--- src/rtl/rv_fetch_pkg.sv ---
// Shared constants and types for the RV32 decoupled fetch front end.
package rv_fetch_pkg;

    localparam int unsigned ILEN      = 32;
    localparam logic [31:0] INSTR_NOP = 32'h0000_0013;
    localparam int unsigned PC_STEP   = 4;

    typedef struct packed {
        logic [31:0]     pc;
        logic [ILEN-1:0] instr;
    } fetch_entry_t;

endpackage

--- src/rtl/fetch_fifo.sv ---
// Synchronous prefetch FIFO with flush; head entry is read combinationally.
module fetch_fifo #(
    parameter int unsigned DEPTH = 4,
    parameter int unsigned WIDTH = 64
) (
    input  logic                         clk,
    input  logic                         reset,
    input  logic                         push,
    input  logic                         pop,
    input  logic                         flush,
    input  logic [WIDTH-1:0]             wdata,
    output logic [WIDTH-1:0]             rdata,
    output logic [$clog2(DEPTH+1)-1:0]   count,
    output logic                         full,
    output logic                         empty
);
    localparam int unsigned AW = $clog2(DEPTH);
    localparam int unsigned CW = $clog2(DEPTH + 1);

    logic [WIDTH-1:0] mem_q [DEPTH];
    logic [AW-1:0]    wr_ptr_q, rd_ptr_q;
    logic [CW-1:0]    count_q;
    logic             do_push, do_pop;

    // A push into a full FIFO is only legal when the head leaves in the same cycle.
    assign do_push = push && !flush && (!full || pop);
    assign do_pop  = pop && !flush && !empty;

    always_ff @(posedge clk or negedge reset) begin
        if (!reset) begin
            wr_ptr_q <= '0;
            rd_ptr_q <= '0;
            count_q  <= '0;
        end else if (flush) begin
            wr_ptr_q <= '0;
            rd_ptr_q <= '0;
            count_q  <= '0;
        end else begin
            if (do_push) wr_ptr_q <= wr_ptr_q + AW'(1);
            if (do_pop)  rd_ptr_q <= rd_ptr_q + AW'(1);
            count_q <= count_q + CW'(do_push) - CW'(do_pop);
        end
    end

    always_ff @(posedge clk) begin
        if (do_push) mem_q[wr_ptr_q] <= wdata;
    end

    assign rdata = mem_q[rd_ptr_q];
    assign count = count_q;
    assign full  = (count_q == CW'(DEPTH));
    assign empty = (count_q == '0);

endmodule

--- src/rtl/fetch_unit.sv ---
// Decoupled instruction fetch: credit-limited pipelined imem requests, prefetch FIFO
// toward IF/ID, and redirect flush that discards responses still in flight.
module fetch_unit
    import rv_fetch_pkg::*;
#(
    parameter int unsigned     XLEN            = 32,
    parameter logic [XLEN-1:0] RESET_PC        = '0,
    parameter int unsigned     FIFO_DEPTH      = 4,
    parameter int unsigned     MAX_OUTSTANDING = 2
) (
    input  logic            clk,
    input  logic            reset,
    output logic            imem_req_valid,
    input  logic            imem_req_ready,
    output logic [XLEN-1:0] imem_req_addr,
    input  logic            imem_rsp_valid,
    input  logic [31:0]     imem_rsp_data,
    input  logic            redirect_valid,
    input  logic [XLEN-1:0] redirect_pc,
    output logic            id_valid,
    input  logic            id_ready,
    output logic [XLEN-1:0] id_pc,
    output logic [31:0]     id_instr
);
    localparam int unsigned CW = $clog2(FIFO_DEPTH + 1);

    logic [XLEN-1:0] fetch_pc_q, fetch_pc_d;
    logic [XLEN-1:0] rsp_pc_q, rsp_pc_d;
    logic [CW-1:0]   outstanding_q, outstanding_d;
    logic [CW-1:0]   drop_cnt_q, drop_cnt_d;
    logic [CW-1:0]   fifo_count;
    logic [CW:0]     in_use;
    logic            credit, accept, rsp_ok;
    logic            push, pop, fifo_full, fifo_empty;
    fetch_entry_t    push_entry, head_entry;

    // Slots already promised: buffered entries plus responses that will still be kept.
    assign in_use = {1'b0, fifo_count} + {1'b0, outstanding_q} - {1'b0, drop_cnt_q};
    assign credit = (outstanding_q < CW'(MAX_OUTSTANDING)) && (in_use < (CW+1)'(FIFO_DEPTH));

    assign imem_req_valid = reset && credit;
    assign imem_req_addr  = fetch_pc_q;
    assign accept         = imem_req_valid && imem_req_ready;
    assign rsp_ok         = imem_rsp_valid && (outstanding_q != '0);
    assign outstanding_d  = outstanding_q + CW'(accept) - CW'(rsp_ok);

    always_comb begin
        fetch_pc_d = fetch_pc_q;
        rsp_pc_d   = rsp_pc_q;
        drop_cnt_d = drop_cnt_q;
        push       = 1'b0;
        if (redirect_valid) begin
            fetch_pc_d = {redirect_pc[XLEN-1:2], 2'b00};
            rsp_pc_d   = {redirect_pc[XLEN-1:2], 2'b00};
            drop_cnt_d = outstanding_d;
        end else begin
            if (accept) fetch_pc_d = fetch_pc_q + XLEN'(PC_STEP);
            if (rsp_ok) begin
                if (drop_cnt_q != '0) begin
                    drop_cnt_d = drop_cnt_q - CW'(1);
                end else begin
                    push     = 1'b1;
                    rsp_pc_d = rsp_pc_q + XLEN'(PC_STEP);
                end
            end
        end
    end

    always_ff @(posedge clk or negedge reset) begin
        if (!reset) begin
            fetch_pc_q    <= RESET_PC;
            rsp_pc_q      <= RESET_PC;
            outstanding_q <= '0;
            drop_cnt_q    <= '0;
        end else begin
            fetch_pc_q    <= fetch_pc_d;
            rsp_pc_q      <= rsp_pc_d;
            outstanding_q <= outstanding_d;
            drop_cnt_q    <= drop_cnt_d;
        end
    end

    always_comb begin
        push_entry.pc    = 32'(rsp_pc_q);
        push_entry.instr = imem_rsp_data;
    end

    assign pop = id_valid && id_ready && !redirect_valid;

    fetch_fifo #(
        .DEPTH (FIFO_DEPTH),
        .WIDTH ($bits(fetch_entry_t))
    ) u_fifo (
        .clk   (clk),
        .reset (reset),
        .push  (push),
        .pop   (pop),
        .flush (redirect_valid),
        .wdata (push_entry),
        .rdata (head_entry),
        .count (fifo_count),
        .full  (fifo_full),
        .empty (fifo_empty)
    );

    assign id_valid = !fifo_empty;
    assign id_pc    = id_valid ? XLEN'(head_entry.pc) : '0;
    assign id_instr = id_valid ? head_entry.instr : '0;

    a_rsp_with_credit: assert property (@(posedge clk) disable iff (!reset)
        imem_rsp_valid |-> (outstanding_q != '0))
        else $error("fetch_unit: imem response with no request outstanding");

    a_no_overflow: assert property (@(posedge clk) disable iff (!reset)
        push |-> (!fifo_full || pop));

endmodule
--- config.mk ---
export PLATFORM = sky130hd
export DESIGN_NAME = fetch_unit
export DESIGN_NICKNAME = d
export VERILOG_FILES = /design/src/rtl/rv_fetch_pkg.sv /design/src/rtl/fetch_fifo.sv /design/src/rtl/fetch_unit.sv
export SDC_FILE = /design/constraint.sdc
export NUM_CORES = 1
export LEC_CHECK = 0
export ABC_AREA = 0
export BUFFER_PORTS_ARGS = -buffer_cell sky130_fd_sc_hd__buf_2
export CAP_MARGIN = 20
export CORE_AREA = 2 2 128 254
export DETAILED_ROUTE_END_ITERATION = 10
export DIE_AREA = 0 0 130 256
export PLACE_DENSITY = 0.76
export SLEW_MARGIN = 40
export SYNTH_ARGS = -nofsm -noshare
export SYNTH_HDL_FRONTEND = slang
export SYNTH_SLANG_ARGS = --single-unit
--- constraint.sdc ---
create_clock -name clk -period 3.43 [get_ports clk]
set_clock_uncertainty 0.05 [all_clocks]
set_input_delay 0.343 -clock clk [delete_from_list [all_inputs] [get_ports clk]]
set_output_delay 0.343 -clock clk [all_outputs]
set_load 0.01 [all_outputs]
==> results of run 1 <==
[cells in the final DEF (no fill, tap or decap), types with 13 or more instances in the layout]
cell and instances:
xnor2_1 15, and2_1 63, o31a_1 21, nand2b_1 14, buf_4 23, dlygate4sd3_1 38, clkbuf_16 27, nand2_1 29
nand4_1 15, mux4_2 62, ha_1 13, nand3_1 28, nor2_1 28, a21oi_1 13, edfxtp_1 248, nor3_1 25
inv_1 28, buf_2 160, dfrtp_1 71, mux2_2 16, xor2_1 17
[power groups by stage]
stage	Combinational, mW	Sequential [mW]	Clock [mW]
global placement	3.04	4.81	0
floorplan	2.01	4.71	0
CTS	3.21	4.75	3.07
finish	3.21	4.75	2.99
global route	3.56	4.80	3.22
detailed placement	3.12	4.84	0
[state kept, by name, summed over array words and instances (netlist names)]
register         flops
drop_cnt_q           3
u_fifo.wr_ptr_q      2
u_fifo.count         3
rsp_pc_q            30
u_fifo.rd_ptr_q      2
u_fifo.mem_q       248
outstanding_q        3
imem_req_addr       30
[critical path: cells and delay by family, from the launching register on]
kind                       cells  cell delay [ns]
adders and majority gates      5             1.57
and+or+nand+nor                4             0.90
DFF                            1             0.40
xor gates and xnor gates       1             0.15
buffers and inverters          2             0.08
AOI/OAI and AO/OA              1             0.07
[final cells by class]
class / instances / area (µm²) / share of cell area [%]
clock inverter: 11 / 110 / 0.662
multi-input combinational: 480 / 4390 / 26.4
inverter: 32 / 123 / 0.738
timing repair buffer: 228 / 1450 / 8.72
sequential: 321 / 9280 / 55.8
tap: 423 / 529 / 3.18
clock buffer: 38 / 737 / 4.43
[cells by family after synthesis]
kind of cell	count (synthesis)	share of synthesized area (%)
AO/OA/AOI/OAI	80	4.46
XOR/XNOR	33	2.08
adder cells (fa/ha/maj)	20	2.02
buffers and inverters	75	2.20
flip-flops	321	66.8
multiplexers	86	11.9
other	1	0.0270
AND/OR/NAND/NOR	257	10.5
[timing repair]
action	CTS	global route
endpoints found under the setup margin	6	8
resized for setup	5	8
hold endpoints to repair	209	0
setup buffers	1	0
pin swaps	2	4
hold buffers	38	0
[per-stage QoR]
step | std cells | hold slack (ns) | power [mW] | utilization (%) | setup TNS [ns]
after floorplan | 876 | -0.00259 | 6.72 | - | -0.0571
after global placement | 1445 | 0.475 | 7.85 | 48.7 | 0
after detailed placement | 1445 | 0.497 | 7.96 | 48.8 | -0.0727
after CTS | 1533 | 0.000535 | 11.0 | 52.8 | 0
after global routing | 1533 | 0.0237 | 11.6 | 52.9 | -0.0644
final | 1533 | 0.0275 | 11.0 | 52.9 | 0
[per-layer routing]
| metal | routed length, µm | global-route usage (%) |
|---|---|---|
| met5 | 0 | 0 |
| met4 | 1110 | 7.62 |
| met3 | 1020 | 1.92 |
| met2 | 16100 | 32.7 |
| met1 | 11200 | 20.5 |
[worst min-delay path by stage]
stage	from	end	slack, ns	cells after the start
finish	redirect_pc[15]	rsp_pc_q[15]$_DFFE_PN0P_	0.03	2
global route	redirect_pc[2]	rsp_pc_q[2]$_DFFE_PN0P_	0.02	2
CTS	redirect_pc[15]	rsp_pc_q[15]$_DFFE_PN0P_	0.0005	2
detailed placement	u_fifo.wr_ptr_q[0]$_DFFE_PN0P_	u_fifo.wr_ptr_q[0]$_DFFE_PN0P_	0.50	1
global placement	u_fifo.wr_ptr_q[0]$_DFFE_PN0P_	u_fifo.wr_ptr_q[0]$_DFFE_PN0P_	0.48	1
floorplan	reset	drop_cnt_q[0]$_DFFE_PN0P_	-0.003	0
==> results.sh, run 1 <==
export IMPL_fin_crit_ns=3.35
export IMPL_route_final_wire_length_um=29400
export IMPL_synth_most_common_cell="edfxtp_1"
export IMPL_synth_main_ff_cell="edfxtp_1"
export IMPL_slew_headroom_pct=48.8
export IMPL_ys_top_cells_by_area="edfxtp_1 (54%), dfrtp_1 (13%), mux4_2 (10%)"
export IMPL_initial_core_util_pct=44.2
export IMPL_synthArstFlopShare_pct=22.7
export IMPL_power_leakage_nw=6.00
export IMPL_area_growth_pct=19.7
export IMPL_vias=8274
export IMPL_worstSetupEndpointType="register"
export IMPL_gr_total_overflow=0
export IMPL_syn_cell_area_mm2=0.0139
export IMPL_io_buffers=161
export IMPL_place_congestion=0.888
export IMPL_initialDrtViolationCount=510
export IMPL_yosysUniqueCellTypes=53
export IMPL_fin_ws_ns=0.0817
export IMPL_powerDensity_mw_per_mm2=659
export IMPL_cpMostUsedCell="ha_4"
export IMPL_synth_seq_cells=321
export IMPL_syn_avg_cell_area_um2=15.9
export IMPL_place_ws_ns=-0.0713
export IMPL_clk_pin_slew_ns=0.06
export IMPL_grt_start_max_net_pins=75
export IMPL_drtAntennaViolNets=0
export IMPL_die_area_mm2=0.0333
export IMPL_layout_nets=1180
export IMPL_fin_area_mm2=0.0166
export IMPL_hpwl_um=18700
export IMPL_clk_latency_ns=0.54
export IMPL_setup_viol=0
export IMPL_syn_inst=873
export IMPL_rr_worst_depth=13
export IMPL_crit_slowest_cell="fa_1"
export IMPL_synth_top_area_share_pct=53.6
export IMPL_viasPerCell=5.40
export IMPL_grt_pass1_vias=8708
export IMPL_antenna_found_initial=0
export IMPL_hold_path_class="in -> reg"
export IMPL_regToRegEndpoint="drop_cnt_q[2]$_DFFE_PN0P_"
export IMPL_hold_viol_final=0
export IMPL_switchingPower_mw=3.29
export IMPL_pwr_share_comb_pct=29.4
export IMPL_grt_pass1_wl_um=45800
export IMPL_rsz0062_at_grt="true"
export IMPL_synth_sequential_area_ratio_pct=66.8
export IMPL_p_clk_share_pct=27.3
export IMPL_tightest_slew_ns=0.762
export IMPL_status="complete, no violations"
export IMPL_cp_arrival_ns=3.71
export IMPL_netlist_top_cells_count="edfxtp_1 (248), dfrtp_1 (73), and2_1 (67)"
export IMPL_r2r_slack_ns=0.08
export IMPL_r2r_start="u_fifo.count[2]$_DFF_PN0_"
export IMPL_drv_slew=0
export IMPL_synth_edf_count=248
export IMPL_cts_tree="yes"
export IMPL_dpl_cell_area_mm2=0.0153
export IMPL_endpoint="drop_cnt_q[2]$_DFFE_PN0P_"
export IMPL_wire_per_inst_um=19.2
export IMPL_critPathLaunchType="register"
export IMPL_rows=92
export IMPL_switching_share_pct=30.1
export IMPL_critPathMaxStageDelay_ns=0.60
export IMPL_root_buffer="clkbuf_16"
export IMPL_internal_power_mw=7.66
export IMPL_pwr_share_seq_pct=43.4
export IMPL_yosys_warnings=0
export IMPL_fillCellCount=2554
export IMPL_firstDrtPassIters=6
export IMPL_fp_dieH_um=256
export IMPL_clock_path_buffers=3
export IMPL_die_width_um=130
export IMPL_grt_usage_pct=17.8
export IMPL_htreeDepth=1
export IMPL_clock_sinks=321
export IMPL_core_area_mm2=0.0314
export IMPL_drv_cap=0
export IMPL_crit_type="reg -> reg"
export IMPL_diodes=0
export IMPL_synth_top_area_cell="edfxtp_1"
export IMPL_cp_required_ns=3.79
export IMPL_drive_above_1_share_pct=29.7
export IMPL_peakVddDrop_mv=0.498
export IMPL_drc_errors=0
export IMPL_critical_path_cell_chain="fa_1 > ha_4 > nand4b_1 > or4_4 > nand2_4 > inv_4 > ha_4 > inv_2 > ha_4 > fa_2 > xnor2_2 > nand2_1 > o21ai_1"
export IMPL_cts_made_buffers=27
export IMPL_ioPinCount=168
export IMPL_max_freq_mhz=299
export IMPL_worstPathMaxFanout=2
export IMPL_timing_final_crit_share_pct=97.6
export IMPL_critPathLaunch="u_fifo.count[2]$_DFF_PN0_"
No activity file was read; power rests on OpenSTA's default activity.
==> run 2: changes to the inputs <==
==> constraint.sdc (replaced) <==
create_clock -name clk -period 3.43 [get_ports clk]
set_clock_uncertainty 0.05 [all_clocks]
set_input_delay 0.1715 -clock clk [delete_from_list [all_inputs] [get_ports clk]]
set_output_delay 0.1715 -clock clk [all_outputs]
set_load 0.01 [all_outputs]
==> results.sh, run 2 (synthesized netlist as in run 1, its figures left out) <==
export IMPL_critPathLaunch="outstanding_q[2]$_DFF_PN0_"
export IMPL_regMostFlops="u_fifo.mem_q"
export IMPL_area_growth_pct=22.6
export IMPL_place_ws_ns=-0.0262
export IMPL_layout_nets=1209
export IMPL_drtAntennaViolNets=0
export IMPL_fin_crit_ns=3.35
export IMPL_min_from="redirect_pc[30]"
export IMPL_total_power_mw=11.3
export IMPL_rows=92
export IMPL_cts_tree="yes"
export IMPL_powerDensity_mw_per_mm2=662
export IMPL_gr_total_overflow=0
export IMPL_grt_start_max_net_pins=75
export IMPL_tightest_slew_ns=0.712
export IMPL_grt_usage_pct=18.5
export IMPL_initial_core_util_pct=44.2
export IMPL_ioPinCount=168
export IMPL_root_buffer="clkbuf_16"
export IMPL_peakVddDrop_mv=0.495
export IMPL_clk_latency_ns=0.56
export IMPL_mostFrequentLayoutCells="edfxtp_1 (248), buf_2 (160), dfrtp_1 (71)"
export IMPL_path_delay_family="compound AO/OA/AOI/OAI gates"
export IMPL_die_width_um=130
export IMPL_drv_slew=0
export IMPL_drc_errors=0
export IMPL_core_area_mm2=0.0314
export IMPL_setup_viol=0
export IMPL_critPathMaxStageDelay_ns=0.59
export IMPL_critical_path_cell_chain="fa_1 > ha_4 > nand4b_1 > or4_4 > buf_4 > a2111o_1 > o21a_1 > o31a_1"
export IMPL_grt_pass1_vias=8933
export IMPL_io_buffers=161
export IMPL_crit_buf_inv=1
export IMPL_max_freq_mhz=298
export IMPL_cp_arrival_ns=3.73
export IMPL_worstSetupEndpointType="register"
export IMPL_firstDrtPassIters=5
export IMPL_power_leakage_nw=6.18
export IMPL_place_congestion=0.896
export IMPL_clk_pin_slew_ns=0.07
export IMPL_cp_required_ns=3.81
export IMPL_final_common_cell="edfxtp_1"
export IMPL_largest_reg_flops=248
export IMPL_initialDrtViolationCount=602
export IMPL_status="complete, no violations"
export IMPL_hold_viol_final=0
export IMPL_drive_above_1_share_pct=29.4
export IMPL_diodes=0
export IMPL_slew_headroom_pct=52.6
export IMPL_crit_type="reg -> reg"
export IMPL_route_final_wire_length_um=30600
export IMPL_crit_slowest_cell="fa_1"
export IMPL_wl_met1_um=11500
export IMPL_clock_path_buffers=3
export IMPL_fin_ws_ns=0.0762
export IMPL_highest_layer="met4"
export IMPL_clock_sinks=321
export IMPL_drv_cap=0
export IMPL_hold_path_class="in -> reg"
export IMPL_wire_per_inst_um=19.6
export IMPL_wl_met2_um=16800
export IMPL_viasPerCell=5.38
export IMPL_fp_dieH_um=256
export IMPL_antenna_found_initial=0
export IMPL_worstPathMaxFanout=11
export IMPL_critPathLaunchType="register"
export IMPL_vias=8422
export IMPL_die_area_mm2=0.0333
export IMPL_dr_wl_met3_um=1180
export IMPL_cts_made_buffers=28
export IMPL_r2r_start="outstanding_q[2]$_DFF_PN0_"
export IMPL_htreeDepth=1
export IMPL_timing_final_crit_share_pct=97.8
export IMPL_hpwl_um=19500
export IMPL_grt_pass1_wl_um=48000
==> run 2: worst register-to-register path: cells and delay by family, from the launching register on <==
family / cells / cell delay [ns]
flops: 1 / 0.40
compound gates: 3 / 1.03
simple gates: 2 / 0.73
buf+inv: 1 / 0.21
fa+ha+maj: 2 / 0.80
==> run 2: path summary, 6_finish.rpt <==
path / endpoint / slack (ns) / cells past startpoint
setup / recovery: imem_req_addr[25]$_DFFE_PN0N_ / 0.08 / 8
hold / removal: rsp_pc_q[30]$_DFFE_PN0P_ / 0.02 / 3
setup reg to reg: imem_req_addr[25]$_DFFE_PN0N_ / 0.08 / 8
hold reg to reg: u_fifo.wr_ptr_q[0]$_DFFE_PN0P_ / 0.50 / 1
min in group asynchronous: imem_req_addr[5]$_DFFE_PN0N_ / 0.31 / 3
max in group asynchronous: u_fifo.rd_ptr_q[0]$_DFFE_PN0P_ / 2.49 / 3
==> run 2: final cells by class <==
class	instances	area, µm²
fillers	2524	14400
flip-flops and latches	321	9280
multi-input cells	480	4370
repair buffers	256	1760
clock buffers	39	783
well taps	423	529
clock inverters	13	181
inverters	32	123
==> run 2: power by group <==
group	switching [mW]	internal (mW)
combinational	1.67	1.56
clock	1.39	1.91
sequential	0.293	4.46
==> run 2: what timing repair did <==
action                                  4_1_cts  5_1_grt
pin swaps                                     0        2
hold buffers                                 63        0
resized for setup                             3        6
hold endpoints to repair                    258        0
endpoints found under the setup margin        1        6
setup buffers                                 0        1
==> run 2: metrics by stage <==
stage          hold WS (ns)  area, µm²  cells  utilization [%]  setup TNS, ns
2_1_floorplan        -0.174      13900    876                -        -0.0571
3_3_place_gp          0.332      15400   1448             48.9              0
3_5_place_dp          0.339      15400   1448             49.0        -0.0262
4_1_cts             0.00187      17000   1563             54.1              0
5_1_grt              0.0188      17000   1564             54.2     -0.0000617
6_report             0.0241      17000   1564             54.2              0
==> run 2: metal layers <==
layer	up-vias	track usage (%)
li1	3863	-
met1	4250	21.2
met2	253	34.2
met3	56	1.90
met4	0	8.15
met5	-	0
